==> config.mk <==
export PLATFORM = sky130hd
export DESIGN_NAME = peripheral_result_sink
export DESIGN_NICKNAME = d
export VERILOG_FILES = /design/src/rtl/peripheral_result_sink.sv
export SDC_FILE = /design/constraint.sdc
export NUM_CORES = 1
export LEC_CHECK = 0
export ABC_AREA = 1
export CORE_MARGIN = 5
export CORE_UTILIZATION = 35
export DETAILED_ROUTE_END_ITERATION = 6
export GPL_ROUTABILITY_DRIVEN = 0
export PLACE_DENSITY = 0.61
export SYNTH_ARGS = -nofsm -noshare
export SYNTH_HDL_FRONTEND = slang
export SYNTH_SLANG_ARGS = --single-unit
export TNS_END_PERCENT = 50
==> constraint.sdc <==
create_clock -name clock -period 4.65 [get_ports clock]
set_clock_uncertainty 0.2 [all_clocks]
set_input_delay 0.465 -clock clock [delete_from_list [all_inputs] [get_ports clock]]
set_output_delay 0.465 -clock clock [all_outputs]
set_load 0.02 [all_outputs]
==> src/rtl/peripheral_result_sink.sv <==
// peripheral_result_sink
// Peripheral-side endpoint of the core's to_peripheral/from_peripheral interface.
// Result words from the core are buffered in a FIFO and drained to a host
// over a valid/ready handshake. Every core event is answered on
// from_peripheral one cycle later. Host messages are forwarded to the core
// in cycles where the core is not raising an event.
// Optional feature macro: PERIPH_TIMESTAMP_EN. It adds a free-running cycle
// counter, a timestamp per FIFO entry, and the host_timestamp output.
module peripheral_result_sink #(
    parameter int CORE       = 0,
    parameter int DATA_WIDTH = 32,
    parameter int FIFO_DEPTH = 8
) (
    input  logic                  clock,
    input  logic                  reset,
    input  logic [1:0]            core_code,
    input  logic [DATA_WIDTH-1:0] core_data,
    input  logic                  core_valid,
    output logic [1:0]            from_peripheral,
    output logic [DATA_WIDTH-1:0] from_peripheral_data,
    output logic                  from_peripheral_valid,
    output logic [DATA_WIDTH-1:0] host_data,
    output logic                  host_valid,
    input  logic                  host_ready,
    input  logic [DATA_WIDTH-1:0] host_msg_data,
    input  logic                  host_msg_valid,
    output logic                  host_msg_ready,
    output logic                  overflow,
    output logic [15:0]           drop_count
`ifdef PERIPH_TIMESTAMP_EN
    ,
    output logic [31:0]           host_timestamp
`endif
);

    localparam int AW = $clog2(FIFO_DEPTH);
    localparam logic [AW:0] DEPTH_C = (AW + 1)'(FIFO_DEPTH);
    localparam logic [DATA_WIDTH-1:0] ALL_ONES = {DATA_WIDTH{1'b1}};

    typedef enum logic [1:0] {
        RSP_IDLE = 2'b00,
        RSP_ACK  = 2'b01,
        RSP_NACK = 2'b10,
        RSP_MSG  = 2'b11
    } rsp_e;

    // Reject configurations the pointer arithmetic cannot support.
    if (FIFO_DEPTH < 2 || (FIFO_DEPTH & (FIFO_DEPTH - 1)) != 0 || CORE < 0) begin : g_bad_cfg
        $error("peripheral_result_sink: FIFO_DEPTH must be a power of 2 >= 2 and CORE >= 0");
    end

    logic [DATA_WIDTH-1:0] mem_r [FIFO_DEPTH];
    logic [AW-1:0]         wr_ptr_r;
    logic [AW-1:0]         rd_ptr_r;
    logic [AW:0]           count_r;
    logic [AW:0]           count_next_s;
    logic                  full_s;
    logic                  pop_s;
    logic                  push_s;
    logic                  is_result_s;
    logic [15:0]           drop_sat_s;
    logic [DATA_WIDTH-1:0] ack_payload_s;

    rsp_e                  rsp_code_r;
    logic                  rsp_valid_r;
    logic [DATA_WIDTH-1:0] rsp_data_r;
    logic                  overflow_r;
    logic [15:0]           drop_count_r;

    rsp_e                  rsp_code_next_s;
    logic                  rsp_valid_next_s;
    logic [DATA_WIDTH-1:0] rsp_data_next_s;
    logic                  overflow_next_s;
    logic [15:0]           drop_count_next_s;

`ifdef PERIPH_TIMESTAMP_EN
    logic [31:0] ts_r;
    logic [31:0] ts_mem_r [FIFO_DEPTH];

    // Free-running cycle counter used to stamp each pushed entry.
    always_ff @(posedge clock) begin
        if (reset) begin
            ts_r <= 32'd0;
        end else begin
            ts_r <= ts_r + 32'd1;
        end
    end

    // Timestamp storage alongside the data words.
    always_ff @(posedge clock) begin
        if (!reset && push_s) begin
            ts_mem_r[wr_ptr_r] <= ts_r;
        end
    end

    assign ack_payload_s  = DATA_WIDTH'(ts_r);
    assign host_timestamp = host_valid ? ts_mem_r[rd_ptr_r] : 32'd0;
`else
    assign ack_payload_s  = DATA_WIDTH'(count_next_s);
`endif

    // FIFO push/pop decisions and the resulting occupancy.
    always_comb begin
        full_s      = (count_r == DEPTH_C);
        pop_s       = (count_r != {(AW + 1){1'b0}}) && host_ready;
        is_result_s = core_valid && (core_code == 2'b00);
        push_s      = is_result_s && (!full_s || pop_s);
        drop_sat_s  = (drop_count_r == 16'hFFFF) ? 16'hFFFF : (drop_count_r + 16'd1);
        case ({push_s, pop_s})
            2'b10:   count_next_s = count_r + (AW + 1)'(1);
            2'b01:   count_next_s = count_r - (AW + 1)'(1);
            default: count_next_s = count_r;
        endcase
    end

    // Response selection: core events always take the slot over host messages.
    always_comb begin
        rsp_code_next_s   = RSP_IDLE;
        rsp_valid_next_s  = 1'b0;
        rsp_data_next_s   = rsp_data_r;
        overflow_next_s   = overflow_r;
        drop_count_next_s = drop_count_r;
        if (core_valid) begin
            rsp_valid_next_s = 1'b1;
            if (core_code != 2'b00) begin
                rsp_code_next_s = RSP_NACK;
                rsp_data_next_s = ALL_ONES;
            end else if (push_s) begin
                rsp_code_next_s = RSP_ACK;
                rsp_data_next_s = ack_payload_s;
            end else begin
                rsp_code_next_s   = RSP_NACK;
                rsp_data_next_s   = DATA_WIDTH'(drop_sat_s);
                drop_count_next_s = drop_sat_s;
                overflow_next_s   = 1'b1;
            end
        end else if (host_msg_valid) begin
            rsp_code_next_s  = RSP_MSG;
            rsp_valid_next_s = 1'b1;
            rsp_data_next_s  = host_msg_data;
        end else begin
            rsp_code_next_s  = RSP_IDLE;
            rsp_valid_next_s = 1'b0;
        end
    end

    // FIFO data storage; not reset because pointers and count define validity.
    always_ff @(posedge clock) begin
        if (!reset && push_s) begin
            mem_r[wr_ptr_r] <= core_data;
        end
    end

    // FIFO pointers and occupancy.
    always_ff @(posedge clock) begin
        if (reset) begin
            wr_ptr_r <= {AW{1'b0}};
            rd_ptr_r <= {AW{1'b0}};
            count_r  <= {(AW + 1){1'b0}};
        end else begin
            if (push_s) begin
                wr_ptr_r <= wr_ptr_r + AW'(1);
            end
            if (pop_s) begin
                rd_ptr_r <= rd_ptr_r + AW'(1);
            end
            count_r <= count_next_s;
        end
    end

    // Registered response and drop bookkeeping.
    always_ff @(posedge clock) begin
        if (reset) begin
            rsp_code_r   <= RSP_IDLE;
            rsp_valid_r  <= 1'b0;
            rsp_data_r   <= {DATA_WIDTH{1'b0}};
            overflow_r   <= 1'b0;
            drop_count_r <= 16'd0;
        end else begin
            rsp_code_r   <= rsp_code_next_s;
            rsp_valid_r  <= rsp_valid_next_s;
            rsp_data_r   <= rsp_data_next_s;
            overflow_r   <= overflow_next_s;
            drop_count_r <= drop_count_next_s;
        end
    end

    assign from_peripheral       = rsp_code_r;
    assign from_peripheral_valid = rsp_valid_r;
    assign from_peripheral_data  = rsp_data_r;
    assign host_valid            = (count_r != {(AW + 1){1'b0}});
    assign host_data             = host_valid ? mem_r[rd_ptr_r] : {DATA_WIDTH{1'b0}};
    assign host_msg_ready        = !core_valid && !reset;
    assign overflow              = overflow_r;
    assign drop_count            = drop_count_r;

endmodule

* Word level (Yosys, flattened, before mapping)
Memories as Yosys holds them, arrays and structs flattened. A register that Yosys moved wholly into a read port is not among the register bits.
Index checks and enable logic that the tools add are counted.
** Word-level totals
- Output and inout port bits :: 86
- Memories kept :: 1
- Flip-flop bits (word level) :: 62
- RAM bits :: 256
** Memory list
- mem_r :: depth 8, bits a word 32, rd ports 1, clocked after Yosys merged registers in 1, wr ports 1, line 52 : logic [DATA_WIDTH-1:0] mem_r [FIFO_DEPTH];
** Operators by class
- Add/subtract/negate cells :: 5
- Bitwise gates (word level) :: 2
- Equal/unequal tests :: 4
- Reductions and logical operators :: 14
- Mux-type cells :: 17
** Operator list (number)
- $mux W32 :: 4
- $mux W16 :: 2
- $add A16 B1 Y16 const B :: 1
- $eq A16 B16 Y1 const B :: 1
- $mux W2 :: 4
- $pmux W4 S2 :: 1
- $add A3 B1 Y3 const B :: 2
- $mux W3 :: 2
- $logic_and A1 B1 Y1 :: 5
- $add A4 B1 Y4 const B :: 1
- $eq A4 B4 Y1 const B :: 1
- $mux W1 :: 4
- $reduce_bool A2 Y1 :: 2
- $reduce_bool A4 Y1 :: 1
- $sub A4 B1 Y4 const B :: 1
- $logic_not A1 Y1 :: 3
- $reduce_and A3 Y1 :: 1
- $eq A2 B1 Y1 const B :: 1
- $eq A2 B2 Y1 const B :: 1
- $logic_not A2 Y1 :: 1
- $not A1 Y1 :: 2
- $logic_or A1 B1 Y1 :: 1

* Depth between registers and ports, before layout
- Depth after elaboration :: 9
- Depth in mapped cells :: 14

* Worst setup path before layout
OpenSTA, ideal clock, no wires.
- Kind :: input port to flip-flop
- Start :: input port core_code[1]
- End :: memory mem_r[3][0], enable pin
- Slack :: 0.452 ns
- Library setup time :: 0.461 ns
- Arrival time :: 3.537 ns
- Cell stages on the path :: 8
- Required time :: 3.989 ns
- Cell sequence :: nor2_1 -> nand2_1 -> inv_2 -> nand2_2 -> inv_2 -> buf_4 -> nand3_1 -> nor3_1
** On the way
- Longest elaborated chain between the ends :: 6
** RTL lines
- from (decl) :: line 16 : input logic [1:0] core_code,
- $logic_not A2 Y1 :: line 106 : is_result_s = core_valid && (core_code == 2'b00);
- $logic_and A1 B1 Y1 :: line 106
- $logic_and A1 B1 Y1 :: line 107 : push_s = is_result_s && (!full_s || pop_s);
- $logic_and A1 B1 Y1 :: line 149 : if (!reset && push_s) begin
- $mux W1 :: line 149
- $mux W1 (implied by the code) :: line 150 : mem_r[wr_ptr_r] <= core_data;
- to (decl) :: line 52
Every way passes these cells.

==> metrics.txt <==
# TYPE chip_impl_metric gauge
chip_impl_info{name="end_kind",value="output port"} 1
chip_impl_metric{name="worstRegToRegCells",unit=""} 14
chip_impl_metric{name="yosys_warnings",unit=""} 0
chip_impl_metric{name="grt_max_degree",unit=""} 129
chip_impl_metric{name="powerDensity",unit="nW/um^2"} 482
chip_impl_metric{name="htree_levels",unit=""} 2
chip_impl_metric{name="synth_adder_area_share",unit="%"} 0.636
chip_impl_info{name="timing.hold.worst.class",value="flop to flop"} 1
chip_impl_metric{name="timing_max_transition_violations_final",unit=""} 0
chip_impl_metric{name="tritoncts.num_buffers",unit=""} 36
chip_impl_metric{name="synth_edf_count",unit=""} 256
chip_impl_info{name="cp-start-kind",value="flop"} 1
chip_impl_metric{name="cp.arrival",unit="ns"} 3.04
chip_impl_metric{name="core",unit="sq um"} 36600
chip_impl_metric{name="tightestPinTransition",unit="ns"} 1.03
chip_impl_info{name="synth_common_cells",value="edfxtp_1, nor2_1, o21ai_0, nand2_1, dfxtp_1"} 1
chip_impl_metric{name="antenna_violations_before_repair",unit=""} 0
chip_impl_metric{name="finalSetupTns",unit="ns"} 0
chip_impl_info{name="synth.most_common_cell",value="edfxtp_1"} 1
chip_impl_metric{name="routed-via-count",unit=""} 9201
chip_impl_metric{name="postCtsResizedCells",unit=""} 0
chip_impl_metric{name="worst-endpoint-required",unit="ns"} 3.98
chip_impl_metric{name="p_comb_share",unit="%"} 25.5
chip_impl_metric{name="port_buffers",unit=""} 156
chip_impl_info{name="netlist.top_cell.by_area",value="edfxtp_1"} 1
chip_impl_metric{name="maxCapViolCount",unit=""} 0
chip_impl_metric{name="layout_min_cycle_time",unit="ns"} 3.70
chip_impl_metric{name="dieArea",unit="sq um"} 41000
chip_impl_info{name="endpoint",value="host_data[0]"} 1
chip_impl_metric{name="post-route-period-util",unit="%"} 79.6
chip_impl_info{name="synth_area_leaders",value="edfxtp_1, dfxtp_1, nor2_1, o21ai_0, nand2_1"} 1
chip_impl_metric{name="floorplan.io_pins",unit=""} 157
chip_impl_metric{name="synthesis.area",unit="sq um"} 13000
chip_impl_metric{name="diodes",unit=""} 0
chip_impl_metric{name="start_util",unit="%"} 35.4
chip_impl_metric{name="crit_path_max_fanout",unit=""} 64
chip_impl_info{name="cts.root.buffer_cell",value="clkbuf_16"} 1
chip_impl_info{name="tritoncts_clock_tree",value="done"} 1
chip_impl_metric{name="totalPowerFinal",unit="mW"} 7.83
chip_impl_metric{name="final_critical_path_setup_slack",unit="ns"} 0.947
chip_impl_metric{name="cts.sink_count",unit=""} 321
chip_impl_metric{name="first_global_vias",unit=""} 9178
chip_impl_metric{name="hold_viol_final",unit=""} 0
chip_impl_metric{name="drt_wl_total",unit="microns"} 32500
chip_impl_metric{name="area_growth",unit="%"} 25.3
chip_impl_metric{name="power.net_switching",unit="mW"} 2.42
chip_impl_info{name="critical_path_class",value="flop to output port"} 1
chip_impl_metric{name="share_of_cells_above_drive_strength_1",unit="%"} 8.14
chip_impl_metric{name="drt-initial-drc-count",unit=""} 591
chip_impl_metric{name="sequentialPowerShare",unit="%"} 40.8
chip_impl_metric{name="hpwl",unit="microns"} 19000
chip_impl_metric{name="layout.core_utilization",unit="%"} 44.4
chip_impl_metric{name="grt_first_pass_wirelength",unit="microns"} 50600
chip_impl_metric{name="slew-limit-headroom",unit="%"} 31.4
chip_impl_info{name="status",value="completed"} 1
chip_impl_metric{name="clock_insertion_delay_at_the_later_pin_of_the_skew_report",unit="ns"} 0.51
chip_impl_metric{name="dr.pass1.iters",unit=""} 4
chip_impl_metric{name="post_drt_via_cell_ratio",unit=""} 5.06
chip_impl_info{name="ys_dominant_reg_cell",value="edfxtp_1"} 1
chip_impl_metric{name="preCtsSetupSlack",unit="ns"} 1.09
chip_impl_metric{name="design.final.nets",unit=""} 1401
chip_impl_metric{name="syn_nets",unit=""} 1251
chip_impl_metric{name="power.switching_fraction",unit="%"} 30.9
chip_impl_metric{name="max-clock-path-buffers",unit=""} 3
chip_impl_metric{name="clock_power_share",unit="%"} 33.8
chip_impl_metric{name="regToRegSetupSlack",unit="ns"} 1.49
chip_impl_metric{name="yosys.area_share.simple",unit="%"} 12.7
chip_impl_metric{name="netlist.area_leader.share",unit="%"} 59.2
chip_impl_metric{name="synth-xor-area-share",unit="%"} 0.675
chip_impl_metric{name="post_cts.repair.setup_buffers",unit=""} 0
chip_impl_metric{name="cts-hold-fix-buffers",unit=""} 0
chip_impl_metric{name="synth.yosys.seq_area_share",unit="%"} 69.3
chip_impl_info{name="worstReg2RegEnd",value="from_peripheral_data[3]"} 1
chip_impl_metric{name="globalRoute.totalOverflow",unit=""} 0
chip_impl_metric{name="clkTransAtPathRegs",unit="ns"} 0.06
chip_impl_metric{name="detail_route.wl_per_cell",unit="microns"} 17.9
chip_impl_metric{name="post_synthesis_compound_gate_area_fraction",unit="%"} 12.9
chip_impl_metric{name="avgSynthCellArea",unit="sq um"} 11.1
chip_impl_metric{name="postSynthRegisterBits",unit=""} 321
chip_impl_info{name="dominant_combinational_cell_family_by_area_after_synthesis",value="compound AO/OA/AOI/OAI gates"} 1
chip_impl_info{name="worst_r2r_startpoint",value="count_r[2]"} 1
chip_impl_metric{name="post_synth_inst_count",unit=""} 1174
chip_impl_metric{name="postSynth.asyncResetShare",unit="%"} 0
chip_impl_metric{name="dieHeight",unit="microns"} 203
chip_impl_info{name="grt_setup_unrepaired",value="false"} 1
chip_impl_metric{name="irDropWorstVdd",unit="uV"} 262
chip_impl_metric{name="die-width",unit="microns"} 203
chip_impl_metric{name="finalSetupViolCount",unit=""} 0
chip_impl_metric{name="holdWs",unit="ns"} 0.256
chip_impl_metric{name="max_clock_freq",unit="GHz"} 0.270
chip_impl_metric{name="antenna_left",unit=""} 0
chip_impl_metric{name="drc",unit=""} 0
chip_impl_metric{name="overall_global_routing_usage",unit="%"} 15.3
chip_impl_metric{name="rows",unit=""} 70
chip_impl_metric{name="synth.distinct_cells",unit=""} 35
chip_impl_metric{name="internal-power",unit="mW"} 5.41
chip_impl_metric{name="power.leakage",unit="nW"} 5.54
chip_impl_metric{name="post_synth_mux_area_share",unit="%"} 0
sequential cells by signal, summed over array words and instances (netlist names), named ones only:
name	flops
wr_ptr_r	3
overflow	1
from_peripheral	2
from_peripheral_data	32
mem_r	256
drop_count	16
rd_ptr_r	3
from_peripheral_valid	1
count_r	4
per-layer routing:
layer	global-route usage (%)	up-vias	wire [microns]
met4	3.18	0	515
met2	25.1	292	15100
met5	0	-	0
li1	-	4481	-
met3	4.07	44	2500
met1	20.6	4384	14400
area by class of cell:
class	instances	area [sq um]
fill	3382	20400
sequential	321	8990
clock buffer	45	955
inverter	56	211
tap	468	586
timing repair buffer	178	1800
multi-input combinational	731	3560
clock inverter	20	151
cell usage in the layout (no fill, tap or decap), drive strengths merged, types with 14 or more instances in the layout:
| cell | netlist | routed |
|---|---|---|
| a21oi | 31 | 31 |
| a31oi | 35 | 35 |
| buf | 26 | 22 |
| clkbuf | 40 | 45 |
| clkdlybuf4s50 | 0 | 156 |
| clkinv | 0 | 16 |
| dfxtp | 65 | 65 |
| edfxtp | 256 | 256 |
| inv | 56 | 57 |
| nand2 | 99 | 99 |
| nand3 | 36 | 36 |
| nor2 | 243 | 243 |
| nor3 | 14 | 14 |
| o21ai | 206 | 206 |
| o22ai | 32 | 32 |
cell families after synthesis:
kind of cell | Yosys count
compound gates | 312
xor+xnor | 10
fa+ha+maj | 6
buf+inv | 122
flops | 321
simple gates | 403
power by group through the flow:
| stage | logic (mW) | registers (mW) | clock network [mW] |
|---|---|---|---|
| final | 2.00 | 3.19 | 2.64 |
| after global routing | 2.19 | 3.20 | 2.82 |
| after CTS | 2.02 | 3.19 | 2.70 |
| after detailed placement | 2.01 | 3.25 | 0 |
| after global placement | 1.99 | 3.25 | 0 |
| after floorplan | 1.18 | 3.27 | 0 |
stage by stage:
stage	std cells	area [sq um]
2_1_floorplan	1174	13000
5_1_grt	1819	16300
4_1_cts	1819	16300
6_report	1819	16300
3_5_place_dp	1754	15200
3_3_place_gp	1754	15200
worst max-delay path, stage by stage (launching register included):
cell	delay (ns)
dfxtp_2	0.33
buf_4	0.59
o21ai_0	0.20
o22ai_1	0.21
o21ai_0	0.10
a31oi_1	0.34
clkdlybuf4s50_1	0.67
worst min-delay path by stage:
stage | start | endpoint | slack [ns] | cells after the start
4_1_cts | from_peripheral_data[0] | from_peripheral_data[0] | 0.26 | 2
5_1_grt | from_peripheral_data[12] | from_peripheral_data[12] | 0.28 | 2
3_3_place_gp | from_peripheral_data[10] | from_peripheral_data[10] | 0.24 | 2
2_1_floorplan | rd_ptr_r[2] | flop | 0.23 | 2
6_report | from_peripheral_data[0] | from_peripheral_data[0] | 0.26 | 2
3_5_place_dp | from_peripheral_data[0] | from_peripheral_data[0] | 0.25 | 2
Note: power is estimated with default switching activity, not from simulation.
